[src/rtl/mult_control.sv]
// Sequencer for the signed shift-add multiplier: one CLEAR, WIDTH add/shift
// pairs and a HOLD per Run assertion; LoadClr is honoured only while idle.
module mult_control #(
  parameter int WIDTH = 8,
  parameter int CNT_W = $clog2(WIDTH)
) (
  input  logic Clk,
  input  logic Reset,
  input  logic Run,
  input  logic LoadClr,
  input  logic M,
  output logic LoadB,
  output logic ClearXA,
  output logic Add,
  output logic Sub,
  output logic Shift,
  output logic Busy,
  output logic Done
);

  // state | meaning
  // IDLE  | waiting; LoadClr loads B and clears X/A, Run starts a multiply
  // CLEAR | clear X/A so every run starts from zero, reset iteration count
  // ADD   | add (or subtract on the sign bit) SW when M=1
  // SHIFT | arithmetic right shift of {X,A,B}, advance iteration
  // HOLD  | result held on the displays until Run is released
  typedef enum logic [2:0] {IDLE, CLEAR, ADD, SHIFT, HOLD} state_t;

  state_t           state, state_next;
  logic [CNT_W-1:0] cnt, cnt_next;
  logic             last;

  assign last = (cnt == CNT_W'(WIDTH - 1));

  always_ff @(posedge Clk) begin
    if (Reset) begin
      state <= IDLE;
      cnt   <= '0;
    end else begin
      state <= state_next;
      cnt   <= cnt_next;
    end
  end

  always_comb begin
    state_next = state;
    cnt_next   = cnt;
    LoadB      = 1'b0;
    ClearXA    = 1'b0;
    Add        = 1'b0;
    Sub        = 1'b0;
    Shift      = 1'b0;
    Busy       = 1'b0;
    Done       = 1'b0;
    unique case (state)
      IDLE: begin
        // LoadClr wins over Run so a held load never races a start
        if (LoadClr) begin
          LoadB   = 1'b1;
          ClearXA = 1'b1;
        end else if (Run) begin
          state_next = CLEAR;
        end
      end
      CLEAR: begin
        ClearXA    = 1'b1;
        Busy       = 1'b1;
        cnt_next   = '0;
        state_next = ADD;
      end
      ADD: begin
        Busy = 1'b1;
        // the last multiplier bit carries negative weight in two's complement
        if (M) begin
          if (last) Sub = 1'b1;
          else      Add = 1'b1;
        end
        state_next = SHIFT;
      end
      SHIFT: begin
        Shift = 1'b1;
        Busy  = 1'b1;
        if (last) begin
          state_next = HOLD;
        end else begin
          cnt_next   = cnt + CNT_W'(1);
          state_next = ADD;
        end
      end
      HOLD: begin
        Done = 1'b1;
        if (!Run) state_next = IDLE;
      end
      default: state_next = IDLE;
    endcase
  end

endmodule

[config.mk]
export PLATFORM = sky130hd
export DESIGN_NAME = mult_control
export DESIGN_NICKNAME = d
export VERILOG_FILES = /design/src/rtl/mult_control.sv
export SDC_FILE = /design/constraint.sdc
export NUM_CORES = 1
export LEC_CHECK = 0
export BUFFER_PORTS_ARGS = -buffer_cell sky130_fd_sc_hd__buf_2
export CAP_MARGIN = 10
export CORE_AREA = 4 4 41 43
export CTS_CLUSTER_DIAMETER = 150
export DETAILED_ROUTE_END_ITERATION = 12
export DIE_AREA = 0 0 45 47
export GPL_TIMING_DRIVEN = 1
export MAX_ROUTING_LAYER = met4
export REMOVE_ABC_BUFFERS = 1
export SYNTH_ARGS = -nofsm -noshare
export SYNTH_HDL_FRONTEND = slang
export SYNTH_SLANG_ARGS = --single-unit
export TNS_END_PERCENT = 5
[constraint.sdc]
create_clock -name Clk -period 1.4 [get_ports Clk]
set_input_delay 0.42 -clock Clk [delete_from_list [all_inputs] [get_ports Clk]]
set_output_delay 0.42 -clock Clk [all_outputs]
set_load 0.03 [all_outputs]
After elaboration in Yosys (flattened, before gate mapping)
Index checks and enable logic that the tools add are counted.
Storage, ports and cells
  input bits: 5
  register bits after elaboration: 6
  logic and storage cells: 36
Cells by class
  mux-type cells: 19
  equal/unequal tests: 9
  reductions and logical operators: 5
  add/subtract/negate cells: 1
Operators with widths (count)
  $mux W3: 5
  $pmux W3 S5: 1
  $mux W1: 11
  $ne A2 B2 Y1 const B: 4
  $eq A3 B2 Y1 const B: 2
  $eq A3 B3 Y1 const B: 2
  $pmux W3 S2: 1
  $add A3 B1 Y3 const B: 1
  $eq A3 B1 Y1 const B: 1
  $logic_not A3 Y1: 1
  $reduce_and A3 Y1: 1
  $reduce_or A3 Y1: 1
  $pmux W1 S2: 1
  $reduce_and A2 Y1: 1
  $reduce_bool A2 Y1: 1

Depth between registers and ports, before layout
  word-level depth: 4
  depth in mapped cells: 5

Worst setup path before layout
OpenSTA, ideal clock, no wires.
  path kind: flip-flop to output port
  from: register state[2]
  to: output port LoadB
  required time: 0.980 ns
  buffers on the path: 1
  arrival: 1.409 ns
  stages on the path, launching flop included: 3
  slack: -0.429 ns
  cell sequence: dfxtp_1 > buf_6 > nor4_1
On the way
  cells in the longest elaborated chain, start to end: 2
Ends and longest elaborated chain
  from (decl): RTL line 29  | state_t state, state_next;
  from (signal assigned): RTL line 40  | state <= state_next;
  $logic_not A3 Y1: RTL line 55  | unique case (state)
  $mux W1: RTL line 55
  to (decl): RTL line 12  | output logic LoadB,
No other way between the ends.

Final worst setup path
  from: register cnt[1]
  to: output port Add
On the way
  cells in the longest elaborated chain, start to end: 4
Ends and longest elaborated chain
  from (decl): RTL line 30  | logic [CNT_W-1:0] cnt, cnt_next;
  from (signal assigned): RTL line 41  | cnt <= cnt_next;
  $eq A3 B3 Y1: RTL line 33  | assign last = (cnt == CNT_W'(WIDTH - 1));
  $mux W1: RTL line 75  | if (last) Sub = 1'b1;
  $mux W1: RTL line 74  | if (M) begin
  $mux W1: RTL line 55
  to (decl): RTL line 14  | output logic Add,
No other way between the ends.

==> results.md <==
- Most numerous cell in the Yosys netlist: dfxtp_1
- Worst Hold Slack: 0.404 ns
- PwrDens: 821 nW/um^2
- CTS tree: built
- Clock Latency Late Sink: 0.25 ns
- Initial antenna violation count: 0
- Mean Syn Cell Area: 8.45 sq um
- Final hold vios: 0
- Status: complete, but fails checks
- # IOs: 12
- Area Growth Syn to Fin: 59.6%
- Area of the die: 2120 sq um
- CP startpoint kind: flop
- Place WS: -0.192 ns
- Clock Skew: 0.00935 ns
- Detail-routed via count per cell: between 4 and 5
- CTS clk-pin slew, worst paths: around 0.05 ns
- Synth warnings: 0
- Clock Sinks: 6
- Worst endpoint required time: 0.98 ns
- Setup CP Type: flop to primary output
- Port Buffers: 11
- Hold crit path type: input port to flop
- Synthesized cell area: 338 sq um
- RSZ-0062 raised after global routing: yes
- Layout cell share with drive strength beyond 1: 54.2%
- Crit end category: primary output
- Max Cap Viol: 0
- Post-synth top area cell: dfxtp_1
- First-pass GRT wire length: 1390 um
- Synth cell types: 19
- TritonRoute pass-1 iters: 4
- Buffer count from post-CTS setup fixing: 0
- Wire length per cell: ~11 um
- Hpwl dp: 602 um
- GP Congestion: 0.774
- Die Height: 47 um
- Leak: 0.240 nW
- Layout Utilization: between 40% and 50%
- Worst-path maximum fanout: 3
- DRC viols: 0
- Most frequent cells after synthesis: dfxtp_1 (6), a21oi_1 (5)
- VDD IR max: 0.442 mV
- # nets final: 68
- Failing checks: negative setup slack
- Non-Filler Instances: 74
- Total gr overflow: 0
- Post-route ant nets: 0
- Fmax: 580 MHz
- Part of the cycle the worst path needs: 123%
- Gate Count Post-Synth: 40
- Via count of the first global-routing pass: approximately 320
- H-tree depth: 1
- Root buffer cell: clkbuf_4
- Slew Viols, Final: 0
- Worst Setup Slack, final: -0.324 ns
- Post-synth EDFFs: 0
- Vias: 355
- Power Total: 0.443 mW
- Relative slew slack: 84.6%
- Fin crit period: 1.72 ns
- Ys async rst share: 0%
- Arrival @ worst endpoint: 1.30 ns
- CTS max path bufs: 2
- Synth top area cells: dfxtp_1 (36%), a21oi_1 (7.4%), ha_1 (7.4%)
- # fillers: 144
- Slew at the pin with the worst max-slew slack: 0.228 ns
- Sequential element share of the synthesized area: ~36%
- Gr usage total: 9.72%
- DR iter-0 viols: 9
- Share of the synthesized area in the top cell type: about 36%
- Synth Register Bits: 6
- Standard-cell rows: 13
- Num CTS Buffers: 3
- Inst Count DP: ~70
- Largest net degree at the start of global routing: 10
- Placeable core region: between 1000 and 1500 sq um
- Total wire length: around 840 um
- Diodes inserted: 0
- Die X: roughly 45 um
- Ys flop type: dfxtp_1
- Starting Density: 26.0%
- Final Setup Violations: 7
- Post-CTS Hold Fix Bufs: 0
flip-flops by register name (all words and copies together) (netlist names):
| register | flops |
|---|---|
| cnt | 3 |
| state | 3 |
worst paths after layout:
check	start	endpoint	slack, ns	cells after the start
worst max-delay path	cnt[1]	Add	-0.32	4
worst min register to register	cnt[0]	cnt[0]	0.51	2
worst max register to register	cnt[1]	cnt[0]	0.04	6
worst min-delay path	Reset	cnt[2]	0.40	2
cell type report:
class / count / area, sq um / area share, %
Multi-Input combinational cell: 31 / 234 / 43.4
Timing Repair Buffer: 18 / 134 / 24.8
Sequential cell: 6 / 126 / 23.4
Clock buffer: 3 / 22.5 / 4.18
Tap cell: 15 / 18.8 / 3.48
Inverter: 1 / 3.75 / 0.696
kinds of logic after synthesis:
| kind of cell | share of synthesized area (%) |
|---|---|
| AO/OA/AOI/OAI | 11.8 |
| flip-flops | 35.6 |
| buffers and inverters | 5.92 |
| adder cells (fa/ha/maj) | 7.41 |
| AND/OR/NAND/NOR | 39.3 |
report_power, final:
part / internal (mW) / switching (mW)
Sequential: 0.177 / 0.00795
Clock: 0.0972 / 0.0655
Combinational: 0.0429 / 0.0516
stage by stage:
stage / setup TNS (ns) / cell area, sq um
CTS: -1.31 / 524
global placement: -0.233 / 448
global route: -1.56 / 539
detailed placement: -0.393 / 448
finish: -1.14 / 539
floorplan: -0.721 / 322
layout by cell type, fill, tap and decap left out, types with 2 or more instances in the layout:
cell type / instances
buf_2: 5
nor4_1: 3
clkbuf_4: 3
dfxtp_2: 5
a21oi_1: 4
nand2_1: 2
and2_1: 2
buf_4: 10
nand3_1: 2
buf_6: 3
ha_4: 2
nor2_1: 3
nand2b_1: 2
o21ai_0: 2
critical path: stages, from the launching register on:
cell,delay [ns]
dfxtp_2,0.33
ha_4,0.16
ha_4,0.15
and4bb_2,0.28
buf_6,0.13
timing repair:
item                                    4_1_cts  5_1_grt
endpoints found under the setup margin       10       10
pin swaps                                     3        2
gates resized for setup                      16        6
metal layers:
layer,up-vias,routed length (um),track usage [%]
met4,0,0,3.51
li1,185,-,-
met1,160,369,10.5
met2,10,404,15.5
met5,-,0,-
met3,0,64,4.60
(Power assumes the default switching activity.)
